`config.mk`:
```
export PLATFORM = sky130hd
export DESIGN_NAME = serial_deserializer_flat
export DESIGN_NICKNAME = d
export VERILOG_FILES = /design/src/rtl/serial_deserializer_if.sv /design/src/rtl/serial_deserializer.sv /design/src/flat_wrapper.sv
export SDC_FILE = /design/constraint.sdc
export NUM_CORES = 1
export LEC_CHECK = 0
export CAP_MARGIN = 20
export CORE_MARGIN = 8
export CORE_UTILIZATION = 25
export CTS_BUF_LIST = sky130_fd_sc_hd__clkbuf_8
export DETAILED_ROUTE_END_ITERATION = 7
export HOLD_SLACK_MARGIN = 0.08
export PLACE_DENSITY = 0.41
export SYNTH_ARGS = -nofsm -noshare
export SYNTH_HDL_FRONTEND = slang
export SYNTH_SLANG_ARGS = --single-unit
```
`constraint.sdc`:
```
create_clock -name clk -period 1.6 [get_ports clk]
set_input_delay 0.32 -clock clk [delete_from_list [all_inputs] [get_ports clk]]
set_output_delay 0.32 -clock clk [all_outputs]
set_load 0.02 [all_outputs]
```
`src/rtl/serial_deserializer_if.sv`:
```
// serial_deserializer_if: serial bit stream in, parallel word out, status flags.
// master drives sin/sin_valid/sof/msb_first/pready/clr_err; slave is the receiver.
interface serial_deserializer_if #(
  parameter int WIDTH = 4
);
  logic             sin;
  logic             sin_valid;
  logic             sof;
  logic             msb_first;
  logic [WIDTH-1:0] pdata;
  logic             pvalid;
  logic             pready;
  logic             busy;
  logic             overrun;
  logic             frame_err;
  logic             clr_err;

  modport master (
    output sin, sin_valid, sof, msb_first,
    output pready, clr_err,
    input  pdata, pvalid, busy,
    input  overrun, frame_err
  );

  modport slave (
    input  sin, sin_valid, sof, msb_first,
    input  pready, clr_err,
    output pdata, pvalid, busy,
    output overrun, frame_err
  );
endinterface

```
`src/rtl/serial_deserializer.sv`:
```
// serial_deserializer: assembles WIDTH-bit words MSB- or LSB-first per frame.
// Ports: clk, rst (sync, active-high), bus (slave: serial in, pdata/pvalid/pready, flags).
module serial_deserializer #(
  parameter int WIDTH = 4
) (
  input logic clk,
  input logic rst,
  serial_deserializer_if.slave bus
);
  localparam int CW = $clog2(WIDTH) + 1;

  typedef enum logic {IDLE, SHIFT} state_t;

  state_t           state;
  state_t           state_n;
  logic [WIDTH-1:0] sreg;
  logic [WIDTH-1:0] shifted;
  logic [CW-1:0]    count;
  logic             dir;
  logic             last;

  logic             start;
  logic             shift;
  logic             done;
  logic             ferr_set;

  logic [WIDTH-1:0] pdata_q;
  logic             pvalid_q;
  logic             overrun_q;
  logic             ferr_q;

  assign last    = (count == CW'(WIDTH - 1));
  assign shifted = dir ? {sreg[WIDTH-2:0], bus.sin}
                       : {bus.sin, sreg[WIDTH-1:1]};

  always_ff @(posedge clk) begin
    if (rst) state <= IDLE;
    else     state <= state_n;
  end

  always_comb begin
    state_n = state;
    unique case (state)
      IDLE:
        if (bus.sin_valid && bus.sof) state_n = SHIFT;
      SHIFT:
        if (bus.sin_valid && !bus.sof && last) state_n = IDLE;
    endcase
  end

  // sof restarts the frame in either state; in SHIFT it is also a framing error.
  always_comb begin
    start    = bus.sin_valid && bus.sof;
    shift    = 1'b0;
    done     = 1'b0;
    ferr_set = 1'b0;
    if (state == SHIFT) begin
      shift    = bus.sin_valid && !bus.sof;
      done     = shift && last;
      ferr_set = start;
    end
  end

  // The first bit goes onto a cleared register so a restart leaves no stale bits.
  always_ff @(posedge clk) begin
    if (rst) begin
      sreg  <= '0;
      count <= '0;
      dir   <= 1'b0;
    end else if (start) begin
      dir   <= bus.msb_first;
      sreg  <= bus.msb_first ? {{(WIDTH-1){1'b0}}, bus.sin}
                             : {bus.sin, {(WIDTH-1){1'b0}}};
      count <= CW'(1);
    end else if (shift) begin
      sreg  <= shifted;
      count <= last ? '0 : count + CW'(1);
    end
  end

  always_ff @(posedge clk) begin
    if (rst) begin
      pdata_q   <= '0;
      pvalid_q  <= 1'b0;
      overrun_q <= 1'b0;
      ferr_q    <= 1'b0;
    end else begin
      unique case (1'b1)
        done && (!pvalid_q || bus.pready): begin
          pdata_q  <= shifted;
          pvalid_q <= 1'b1;
        end
        pvalid_q && bus.pready && !done:
          pvalid_q <= 1'b0;
        default: ;
      endcase
      // Set beats clear when both land in the same cycle.
      overrun_q <= (done && pvalid_q && !bus.pready)
                 || (overrun_q && !bus.clr_err);
      ferr_q    <= ferr_set || (ferr_q && !bus.clr_err);
    end
  end

  assign bus.pdata     = pdata_q;
  assign bus.pvalid    = pvalid_q;
  assign bus.busy      = (state == SHIFT);
  assign bus.overrun   = overrun_q;
  assign bus.frame_err = ferr_q;
endmodule

```
`src/flat_wrapper.sv`:
```
// flat-port wrapper written by rule: the top's interface ports become plain ports
module serial_deserializer_flat 
#(
  parameter int WIDTH = 4
)
  (clk, rst, bus_sin, bus_sin_valid, bus_sof, bus_msb_first, bus_pready, bus_clr_err, bus_pdata, bus_pvalid, bus_busy, bus_overrun, bus_frame_err);
  serial_deserializer_if #(.WIDTH(WIDTH)) bus_i ();
  input logic clk;
  input logic rst;
  input wire logic [$bits(bus_i.sin)-1:0] bus_sin;
  input wire logic [$bits(bus_i.sin_valid)-1:0] bus_sin_valid;
  input wire logic [$bits(bus_i.sof)-1:0] bus_sof;
  input wire logic [$bits(bus_i.msb_first)-1:0] bus_msb_first;
  input wire logic [$bits(bus_i.pready)-1:0] bus_pready;
  input wire logic [$bits(bus_i.clr_err)-1:0] bus_clr_err;
  output wire logic [$bits(bus_i.pdata)-1:0] bus_pdata;
  output wire logic [$bits(bus_i.pvalid)-1:0] bus_pvalid;
  output wire logic [$bits(bus_i.busy)-1:0] bus_busy;
  output wire logic [$bits(bus_i.overrun)-1:0] bus_overrun;
  output wire logic [$bits(bus_i.frame_err)-1:0] bus_frame_err;
  assign bus_i.sin = bus_sin;
  assign bus_i.sin_valid = bus_sin_valid;
  assign bus_i.sof = bus_sof;
  assign bus_i.msb_first = bus_msb_first;
  assign bus_i.pready = bus_pready;
  assign bus_i.clr_err = bus_clr_err;
  assign bus_pdata = bus_i.pdata;
  assign bus_pvalid = bus_i.pvalid;
  assign bus_busy = bus_i.busy;
  assign bus_overrun = bus_i.overrun;
  assign bus_frame_err = bus_i.frame_err;
  serial_deserializer #(.WIDTH(WIDTH)) u_core (.clk(clk), .rst(rst), .bus(bus_i));
endmodule
```
==> flow_metrics.env, run 1 <==
export IMPL_outcome="completed"
export IMPL_cts_tree="built"
export IMPL_seqPwrFrac=0.474
export IMPL_vias=730
export IMPL_place_congestion=0.784
export IMPL_critPathKind="reg2out"
export IMPL_routedWlPerCell_um=12.9
export IMPL_critPathSlowestCell="clkdlybuf4s50_1"
export IMPL_maxUsedRoutingLayer="met4"
export IMPL_cts_made_buffers=3
export IMPL_critPathLaunch="u_core.bus.pvalid"
export IMPL_critPathLaunchType="flip-flop"
export IMPL_cap_violations=0
export IMPL_r2r_start="u_core.count[0]"
export IMPL_rsz0062_at_grt="false"
export IMPL_synthCells=89
export IMPL_postCtsHoldBufs=0
export IMPL_ir_drop_v=0.000215
export IMPL_p_int_uw=684
export IMPL_met3_length_um=88
export IMPL_stdcell_count=157
export IMPL_timing_final_crit_share=0.952
export IMPL_yosysWarnings=0
export IMPL_syn_nets=98
export IMPL_nets=123
export IMPL_core_area_um2=3030
export IMPL_die_area_um2=5230
export IMPL_cp_top_family="buffers and inverters"
export IMPL_cts_sinks=16
export IMPL_cp_cell_sequence="clkdlybuf4s50_1"
export IMPL_first_pass_iters=4
export IMPL_cp_arrival_ns=1.20
export IMPL_combPwrFrac=0.123
export IMPL_worst_ep_required_time_ns=1.28
export IMPL_antenna_found_initial=0
export IMPL_grt_pass1_wl_mm=3.62
export IMPL_port_buffers=15
export IMPL_cts_buffer_depth=2
export IMPL_num_rows=20
export IMPL_finalCriticalPeriod_ns=1.52
export IMPL_drive_above_1_share=0.168
export IMPL_min_from="u_core.count[1]"
export IMPL_clk_pin_slew_ns=0.06
export IMPL_h_tree_depth=1
export IMPL_grt_max_degree=11
export IMPL_wl_met1_um=972
export IMPL_worstMarginPinSlew_ns=0.344
export IMPL_detail_route_antenna_nets=0
export IMPL_max_slew_margin=0.768
export IMPL_clk_latency_ns=0.25
export IMPL_synth_avg_cell_area_um2=8.91
export IMPL_routed_via_density=4.65
export IMPL_start_util=0.262
export IMPL_synthTopCellsByArea="dfxtp_1, mux2i_1, nand2_1"
export IMPL_grt_ovfl_total=0
export IMPL_dieHeight_um=72.3
export IMPL_clock_fmax_mhz=656
export IMPL_slew_viol_final=0
export IMPL_async_flop_share=0
export IMPL_grt_pass1_vias=768
export IMPL_switchingPower_uw=200
export IMPL_yosys_top_cells_count="dfxtp_1, nand2_1, a21oi_1"
export IMPL_holdCritPathClass="reg2reg"
export IMPL_synth_top_area_cell="dfxtp_1"
export IMPL_cp_num_buf_inv=1
export IMPL_area_growth_pct=39.3
export IMPL_timing_hold_ws_ns=0.457
export IMPL_synthFlopType="dfxtp_1"
export IMPL_post_place_cells=153
export IMPL_synth_cell_type_count=33
export IMPL_dp_hpwl_mm=1.59
export IMPL_antennaDiodeCount=0
export IMPL_yosysSeqAreaShare=0.404
export IMPL_finalSetupViolCount=0
export IMPL_crit_path_max_fanout=3
export IMPL_grt_total_usage=0.0879
export IMPL_finalHoldViolations=0
export IMPL_powerDensity_nw_per_um2=800
export IMPL_post_cts_resize_count=0
export IMPL_drc=0
export IMPL_max_stage_delay_ns=0.61
export IMPL_wl_met2_um=939
export IMPL_yosysTopAreaCellShare=0.404
export IMPL_skew_ns=0.00442
export IMPL_ys_seq_elements=16
export IMPL_ios=16
export IMPL_p_leak_nw=0.432
export IMPL_synth_most_common_cell="dfxtp_1"
export IMPL_pwr_share_clk=0.403
export IMPL_synth_edff_count=0
export IMPL_netlist_area_um2=793
export IMPL_post_cts_buffers=0
export IMPL_chipWidth_um=72.3
export IMPL_drt_iter0_drc=55
export IMPL_power_share_switching=0.227
export IMPL_drt_total_wl_mm=2.02
export IMPL_cts_root_buf="clkbuf_8"
export IMPL_end_kind="output pin"
-- sequential cells by signal, summed over array words and instances (netlist names) --
| name | flops |
|---|---|
| u_core.bus.pvalid | 1 |
| u_core.bus.frame_err | 1 |
| u_core.bus.overrun | 1 |
| u_core.dir | 1 |
| u_core.bus.busy | 1 |
| u_core.sreg | 4 |
| u_core.bus.pdata | 4 |
| u_core.count | 3 |
-- logic make-up after synthesis --
family                     share of synthesized area
DFF                                            0.404
adders and majority gates                     0.0158
muxes                                         0.0836
and+or+nand+nor                                0.279
AOI/OAI and AO/OA                              0.151
buffers and inverters                         0.0662
-- cells in the final DEF (no fill, tap or decap) --
master / instances
nand2b_1: 4
nand3b_1: 2
and3_1: 2
nor2b_1: 4
nor3b_1: 3
dfxtp_1: 16
a311oi_1: 1
o21ai_0: 3
inv_1: 3
a221oi_1: 1
buf_4: 12
mux2i_1: 4
nand3_4: 1
a21o_1: 1
ha_1: 1
a31oi_1: 4
nor2_1: 2
mux2_2: 1
a2bb2oi_1: 1
nand3_1: 3
nand2_1: 9
a22oi_1: 1
nand4_1: 3
or3_1: 1
clkdlybuf4s50_1: 14
clkbuf_8: 4
o221ai_1: 1
dlymetal6s2s_1: 1
nand4b_1: 1
a21oi_1: 6
mux2_4: 1
nor3_1: 1
and3b_1: 1
-- final timing paths --
check	endpoint	slack (ns)	cells after the start
max	bus_pvalid	0.08	1
min reg2reg	u_core.count[1]	0.46	2
max reg2reg	u_core.count[0]	0.23	5
min	u_core.count[1]	0.46	2
-- per-stage QoR --
| stage | setup slack [ns] | area (µm²) | utilization | TNS, ns | power (mW) |
|---|---|---|---|---|---|
| 3_3_place_gp | 0.00188 | 1050 | 0.346 | 0 | 0.538 |
| 5_1_grt | 0.0193 | 1100 | 0.365 | 0 | 0.938 |
| 3_5_place_dp | -0.0144 | 1050 | 0.346 | -0.0144 | 0.538 |
| 4_1_cts | 0.0126 | 1100 | 0.364 | 0 | 0.907 |
| 2_1_floorplan | 0.221 | 793 | - | 0 | 0.484 |
| 6_report | 0.0767 | 1100 | 0.365 | 0 | 0.884 |
-- area by class of cell --
cell class	count	area, µm²
flip-flops and latches	16	320
inverters	3	11.3
well taps	44	55.1
clock buffers	4	55.1
repair buffers	27	243
multi-input cells	63	420
fillers	321	1920
-- per-layer routing --
layer,vias to the layer above,global-route usage
li1,369,-
met1,345,0.104
met2,14,0.142
met3,2,0.0248
met4,0,0.0408
met5,-,0
-- power by group through the flow --
stage          clock [mW]  sequential [mW]  combinational, mW
2_1_floorplan           0            0.426             0.0578
3_3_place_gp            0            0.429              0.109
3_5_place_dp            0            0.428              0.110
4_1_cts             0.377            0.419              0.110
5_1_grt             0.396            0.421              0.120
6_report            0.356            0.419              0.109
(Power assumes the default switching activity.)
==> run 2, diff against run 1 <==
--- a/config.mk
+++ b/config.mk
@@ -6,7 +6,7 @@
 export NUM_CORES = 1
 export LEC_CHECK = 0
 export CAP_MARGIN = 20
-export CORE_MARGIN = 8
+export CORE_MARGIN = 2
 export CORE_UTILIZATION = 25
 export CTS_BUF_LIST = sky130_fd_sc_hd__clkbuf_8
 export DETAILED_ROUTE_END_ITERATION = 7
==> run 2 against run 1 <==
Net effect: cell count is 0.64% lower; wire length fell by 5.7%; die area is 30% lower; sequential share of layout area increased by 0.20 points; utilization down 0.25 points; clock power is 2% higher; combinational power hardly changed; first-iteration DRC count fell by 45%; largest cell class unchanged; via count down 2.3%.
==> flow_metrics.env, run 2 (synthesized netlist as in run 1, its figures left out) <==
export IMPL_grt_max_degree=11
export IMPL_finalHoldViolations=0
export IMPL_clock_fmax_mhz=648
export IMPL_grt_pass1_wl_mm=3.22
export IMPL_final_util=0.362
export IMPL_cts_made_buffers=3
export IMPL_drc=0
export IMPL_worstMarginPinSlew_ns=0.316
export IMPL_worstReg2RegEnd="u_core.bus.pdata[2]"
export IMPL_drt_total_wl_mm=1.91
export IMPL_finalSetupViolCount=0
export IMPL_power_share_switching=0.232
export IMPL_cap_violations=0
export IMPL_r2r_start="u_core.count[0]"
export IMPL_place_congestion=0.759
export IMPL_skew_ns=0.000834
export IMPL_slew_viol_final=0
export IMPL_critPathLaunchType="flip-flop"
export IMPL_nets=122
export IMPL_r2r_slack_ns=0.19
export IMPL_antenna_found_initial=0
export IMPL_p_int_uw=683
export IMPL_max_slew_margin=0.789
export IMPL_routed_via_density=4.57
export IMPL_outcome="completed"
export IMPL_clk_pin_slew_ns=0.07
export IMPL_critPathCapture="bus_busy"
export IMPL_layout_commonest_cell="dfxtp_1"
export IMPL_rsz0062_at_grt="false"
export IMPL_grt_ovfl_total=0
export IMPL_finalCriticalPeriod_ns=1.54
export IMPL_cts_tree="built"
export IMPL_critPathKind="reg2out"
export IMPL_ios=16
export IMPL_cp_num_buf_inv=1
export IMPL_totalPowerFinal_uw=890
export IMPL_grt_total_usage=0.123
export IMPL_crit_path_max_fanout=3
export IMPL_end_kind="output pin"
export IMPL_h_tree_depth=1
export IMPL_switchingPower_uw=207
export IMPL_port_buffers=15
export IMPL_num_rows=20
export IMPL_area_growth_pct=38.3
export IMPL_critPathLaunch="u_core.bus.busy"
export IMPL_fill_cells=317
export IMPL_seqPwrFrac=0.471
export IMPL_post_cts_buffers=0
export IMPL_holdCritPathClass="reg2reg"
export IMPL_cp_cell_sequence="clkdlybuf4s50_1"
export IMPL_vias=713
export IMPL_critPathSlowestCell="clkdlybuf4s50_1"
export IMPL_timing_final_crit_share=0.964
export IMPL_cts_buffer_depth=2
export IMPL_drt_iter0_drc=30
export IMPL_ff2ff_path_depth=5
export IMPL_max_stage_delay_ns=0.62
export IMPL_layout_common_cells="dfxtp_1, clkdlybuf4s50_1, buf_4"
export IMPL_cts_sinks=16
export IMPL_routedWlPerCell_um=12.2
export IMPL_dp_hpwl_mm=1.44
export IMPL_cp_arrival_ns=1.22
export IMPL_first_pass_iters=2
export IMPL_powerDensity_nw_per_um2=811
export IMPL_die_area_um2=3640
export IMPL_combPwrFrac=0.120
export IMPL_ir_drop_v=0.000198
export IMPL_chipWidth_um=60.3
export IMPL_postCtsHoldBufs=0
export IMPL_grt_pass1_vias=689
export IMPL_cp_depth=1
export IMPL_worst_ep_required_time_ns=1.28
export IMPL_start_util=0.262
export IMPL_cts_root_buf="clkbuf_8"
export IMPL_p_leak_nw=0.412
export IMPL_drive_above_1_share=0.170
export IMPL_cp_top_family="buffers and inverters"
export IMPL_antennaDiodeCount=0
export IMPL_detail_route_antenna_nets=0
export IMPL_pwr_share_clk=0.409
export IMPL_clk_latency_ns=0.25
export IMPL_dieHeight_um=60.3
export IMPL_core_area_um2=3030
## run 2: changes by cell type in the layout (fill, tap and decap cells not counted), sizes merged
cell / previous run / this run
dlymetal6s2s: 1 / 0
buf: 12 / 11
clkdlybuf4s50: 14 / 15
## run 2: worst min-delay path by stage
stage	startpoint	end	slack (ns)	cells past startpoint
floorplan	u_core.count[1]	u_core.count[1]	0.44	2
global placement	u_core.count[1]	u_core.count[1]	0.45	2
detailed placement	u_core.count[1]	u_core.count[1]	0.45	2
finish	u_core.count[1]	u_core.count[1]	0.46	2
CTS	u_core.count[1]	u_core.count[1]	0.46	2
global route	u_core.bus.pdata[1]	u_core.bus.pdata[1]	0.49	2
## run 2: routing by layer
metal	vias up	track usage	part of all wire	wire, µm
met5	-	0	0	0
met4	0	0.0667	0.010	19
met3	4	0.0256	0.031	59
met2	12	0.177	0.44	838
met1	333	0.171	0.52	989
li1	364	-	-	-
## run 2: cell type report
type,instances,area (µm²),share of cell area
inverters,3,11.3,0.0103
well taps,44,55.1,0.0502
flip-flops and latches,16,320,0.292
multi-input cells,63,423,0.385
clock buffers,4,55.1,0.0502
repair buffers,26,233,0.212
## run 2: what timing repair did
item / in CTS / in global routing
gates resized for setup: 0 / 1
hold endpoints to repair: 0 / 0
endpoints found under the setup margin: 0 / 5
## run 2: per-stage QoR
stage	hold WS (ns)	setup WS (ns)	instance area [µm²]	setup TNS (ns)	cells
floorplan	0.436	0.221	793	0	89
global placement	0.448	-0.0108	1040	-0.0199	152
detailed placement	0.453	-0.0145	1040	-0.0145	152
CTS	0.461	0.0197	1090	0	156
global route	0.486	0.0133	1100	0	156
finish	0.459	0.0570	1100	0	156
## run 2: power groups by stage
stage / Sequential, mW / Combinational [mW] / Clock [mW]
global placement: 0.428 / 0.107 / 0
CTS: 0.419 / 0.108 / 0.379
floorplan: 0.426 / 0.0578 / 0
global route: 0.420 / 0.120 / 0.393
finish: 0.419 / 0.107 / 0.364
detailed placement: 0.428 / 0.108 / 0
==> RTL edit (config.mk and constraints of run 1) <==
`WIDTH` is set to 4 in 3 places; all go to 2.
--- a/src/rtl/serial_deserializer_if.sv
+++ b/src/rtl/serial_deserializer_if.sv
@@ -1,7 +1,7 @@
 // serial_deserializer_if: serial bit stream in, parallel word out, status flags.
 // master drives sin/sin_valid/sof/msb_first/pready/clr_err; slave is the receiver.
 interface serial_deserializer_if #(
-  parameter int WIDTH = 4
+  parameter int WIDTH = 2
 );
   logic             sin;
   logic             sin_valid;
--- a/src/rtl/serial_deserializer.sv
+++ b/src/rtl/serial_deserializer.sv
@@ -1,7 +1,7 @@
 // serial_deserializer: assembles WIDTH-bit words MSB- or LSB-first per frame.
 // Ports: clk, rst (sync, active-high), bus (slave: serial in, pdata/pvalid/pready, flags).
 module serial_deserializer #(
-  parameter int WIDTH = 4
+  parameter int WIDTH = 2
 ) (
   input logic clk,
   input logic rst,
--- a/src/flat_wrapper.sv
+++ b/src/flat_wrapper.sv
@@ -1,7 +1,7 @@
 // flat-port wrapper written by rule: the top's interface ports become plain ports
 module serial_deserializer_flat 
 #(
-  parameter int WIDTH = 4
+  parameter int WIDTH = 2
 )
   (clk, rst, bus_sin, bus_sin_valid, bus_sof, bus_msb_first, bus_pready, bus_clr_err, bus_pdata, bus_pvalid, bus_busy, bus_overrun, bus_frame_err);
   serial_deserializer_if #(.WIDTH(WIDTH)) bus_i ();
Ports: changed (resized bus_pdata); port bits go from 16 to 14. No check against the original RTL was run, so the function may have changed too.
==> RTL edit against run 1 <==
  * Non-clock buffer count shrank 13
  * Wire length shrank 46%
  * Cell area is 37% lower
  * Synthesized cell count shrank 43%
  * Setup slack improved by 0.030 ns
  * Sequential share of layout area grew 2.9 points
  * Area after synthesis is 40% lower
  * Sequential cell count fell by 5
  * Total power is 28% lower
  * Critical path type unchanged
  * Largest power group unchanged
  * Highest routed layer unchanged
==> RTL edit: results (changes against run 1) <==
| Metric | Value |
|---|---|
| Status | `completed` |
| Worst IR drop on VDD | `349 uV (+62%)` |
| Post-cts sizing count | `1 (+1)` |
| Clock network power share | `43.1% (+2.8 points)` |
| CP top delay family | `buffers and inverters` |
| Sequential fraction of design power | `45.8% (-1.6 points)` |
| Clk_skew | `0.00330 ns (-0.00111 ns)` |
| Setup WS pre-CTS | `0.0113 ns (+0.0257 ns)` |
| Crit path launch | `u_core.bus.pdata[0]` |
| Critical Path End | `bus_pdata[0]` |
| Hold slack | `0.481 ns (+0.0239 ns)` |
| Yosys warnings | `0 (unchanged)` |
| CTS Buf Count | `3 (unchanged)` |
| Hold path start | `u_core.dir` |
| Worst-Margin Slew | `0.285 ns (-0.0593 ns)` |
| Yosys cell types | `23 (-30%)` |
| First-pass GRT wire length | `1840 um (-49%)` |
| Grt met2 use | `9.23% (-5.0 points)` |
| Final wirelength | `1080 um (-46%)` |
| Mapped Cells | `51 (-43%)` |
| Sequential share of the synthesized area | `46.0% (+5.6 points)` |
| Leakage | `0.237 nW (-45%)` |
| Layout Nets | `77 (-37%)` |
| Gr usage total | `7.15% (-1.6 points)` |
| Hold EP | `u_core.dir` |
| CP Data Arrival Time | `1.17 ns (-0.03 ns)` |
| Pre-Repair DR Iteration Count | `2 (-2)` |
| Synth Flop Type | `dfxtp_1` |
| Top cell type's share of synthesized area | `46.0% (+5.6 points)` |
| NetSw | `148 uW (-26%)` |
| WL per Instance | `11.4 um (-12%)` |
| Top post-synthesis cells by area | `dfxtp_1 (46%), mux2_2 (4.7%), nand2_1 (3.9%), nor2_1 (3.9%), a311oi_1 (3.7%)` |
| Vias in the first global route | `408 (-47%)` |
| Worst flop-to-flop path endpoint | `u_core.bus.pdata[0]` |
| Largest net degree at the start of global routing | `9 (-2)` |
| Met1 Usage GRT | `8.83% (-1.5 points)` |
| Min-Delay Path Class | `flip-flop to flip-flop` |
| Worst setup margin | `0.107 ns (+0.0299 ns)` |
| Synth async-reset ratio | `0% (unchanged)` |
| Crit Path Max Fanout | `2 (-1)` |
| Reg2reg setup slack | `0.41 ns (+0.18 ns)` |
| PortBufs | `13 (-2)` |
| Initial DRC Count | `8 (-85%)` |
| WL met3 | `66 um (-25%)` |
| Post-Syn Nets | `59 (-40%)` |
| Post-DP HPWL | `884 um (-44%)` |
| Critical R2R Launch | `u_core.dir` |
| DP Area | `647 um2 (-38%)` |
| Depth of the most critical reg-to-reg path | `3 (-2)` |
| Routed vias/inst | `4.36 (-6.3%)` |
| Routed wl met2 | `445 um (-53%)` |
| Post-synth top cells | `dfxtp_1 (11), nand2_1 (5), nor2_1 (5), a21oi_1 (3), nor3_1 (3)` |
| Placer's final routability congestion estimate | `0.702 (-11%)` |
| Share of post-route cells with drive strength above 1 | `14.7% (-2.1 points)` |
| Met3 usage | `3.44% (+0.96 points)` |
| Dpl cells | `91 (-41%)` |
| Wire length on met1 | `548 um (-44%)` |
| Fillcell total | `208 (-35%)` |
| CP max stage cell | `clkdlybuf4s50_1` |
| Sw frac | `23.1% (+0.43 points)` |
==> RTL edit: final cells by class <==
class / instances / area (um2) / area share [%]
Clock buffer: 3 / 41.3 / 5.98
Clock inverter: 1 / 3.75 / 0.543
Inverter: 1 / 3.75 / 0.543
Multi-Input combinational cell: 38 / 251 / 36.4
Sequential cell: 11 / 220 / 31.9
Tap cell: 27 / 33.8 / 4.89
Timing Repair Buffer: 14 / 136 / 19.7
==> RTL edit: worst register-to-register path: cells and delay by family, from the launching register on <==
family / cells / cell delay, ns
flops: 1 / 0.35
simple gates: 2 / 0.36
mux: 1 / 0.36
==> RTL edit: kinds of logic (layout without fill, tap and decap cells) <==
| family | Yosys count | count (layout) | share of synthesized area [%] |
|---|---|---|---|
| AND/OR/NAND/NOR | 24 | 24 | 28.7 |
| AO/OA/AOI/OAI | 12 | 12 | 19.1 |
| flip-flops | 11 | 11 | 46.0 |
| multiplexers | 2 | 2 | 4.70 |
| buffers and inverters | 2 | 19 | 1.57 |
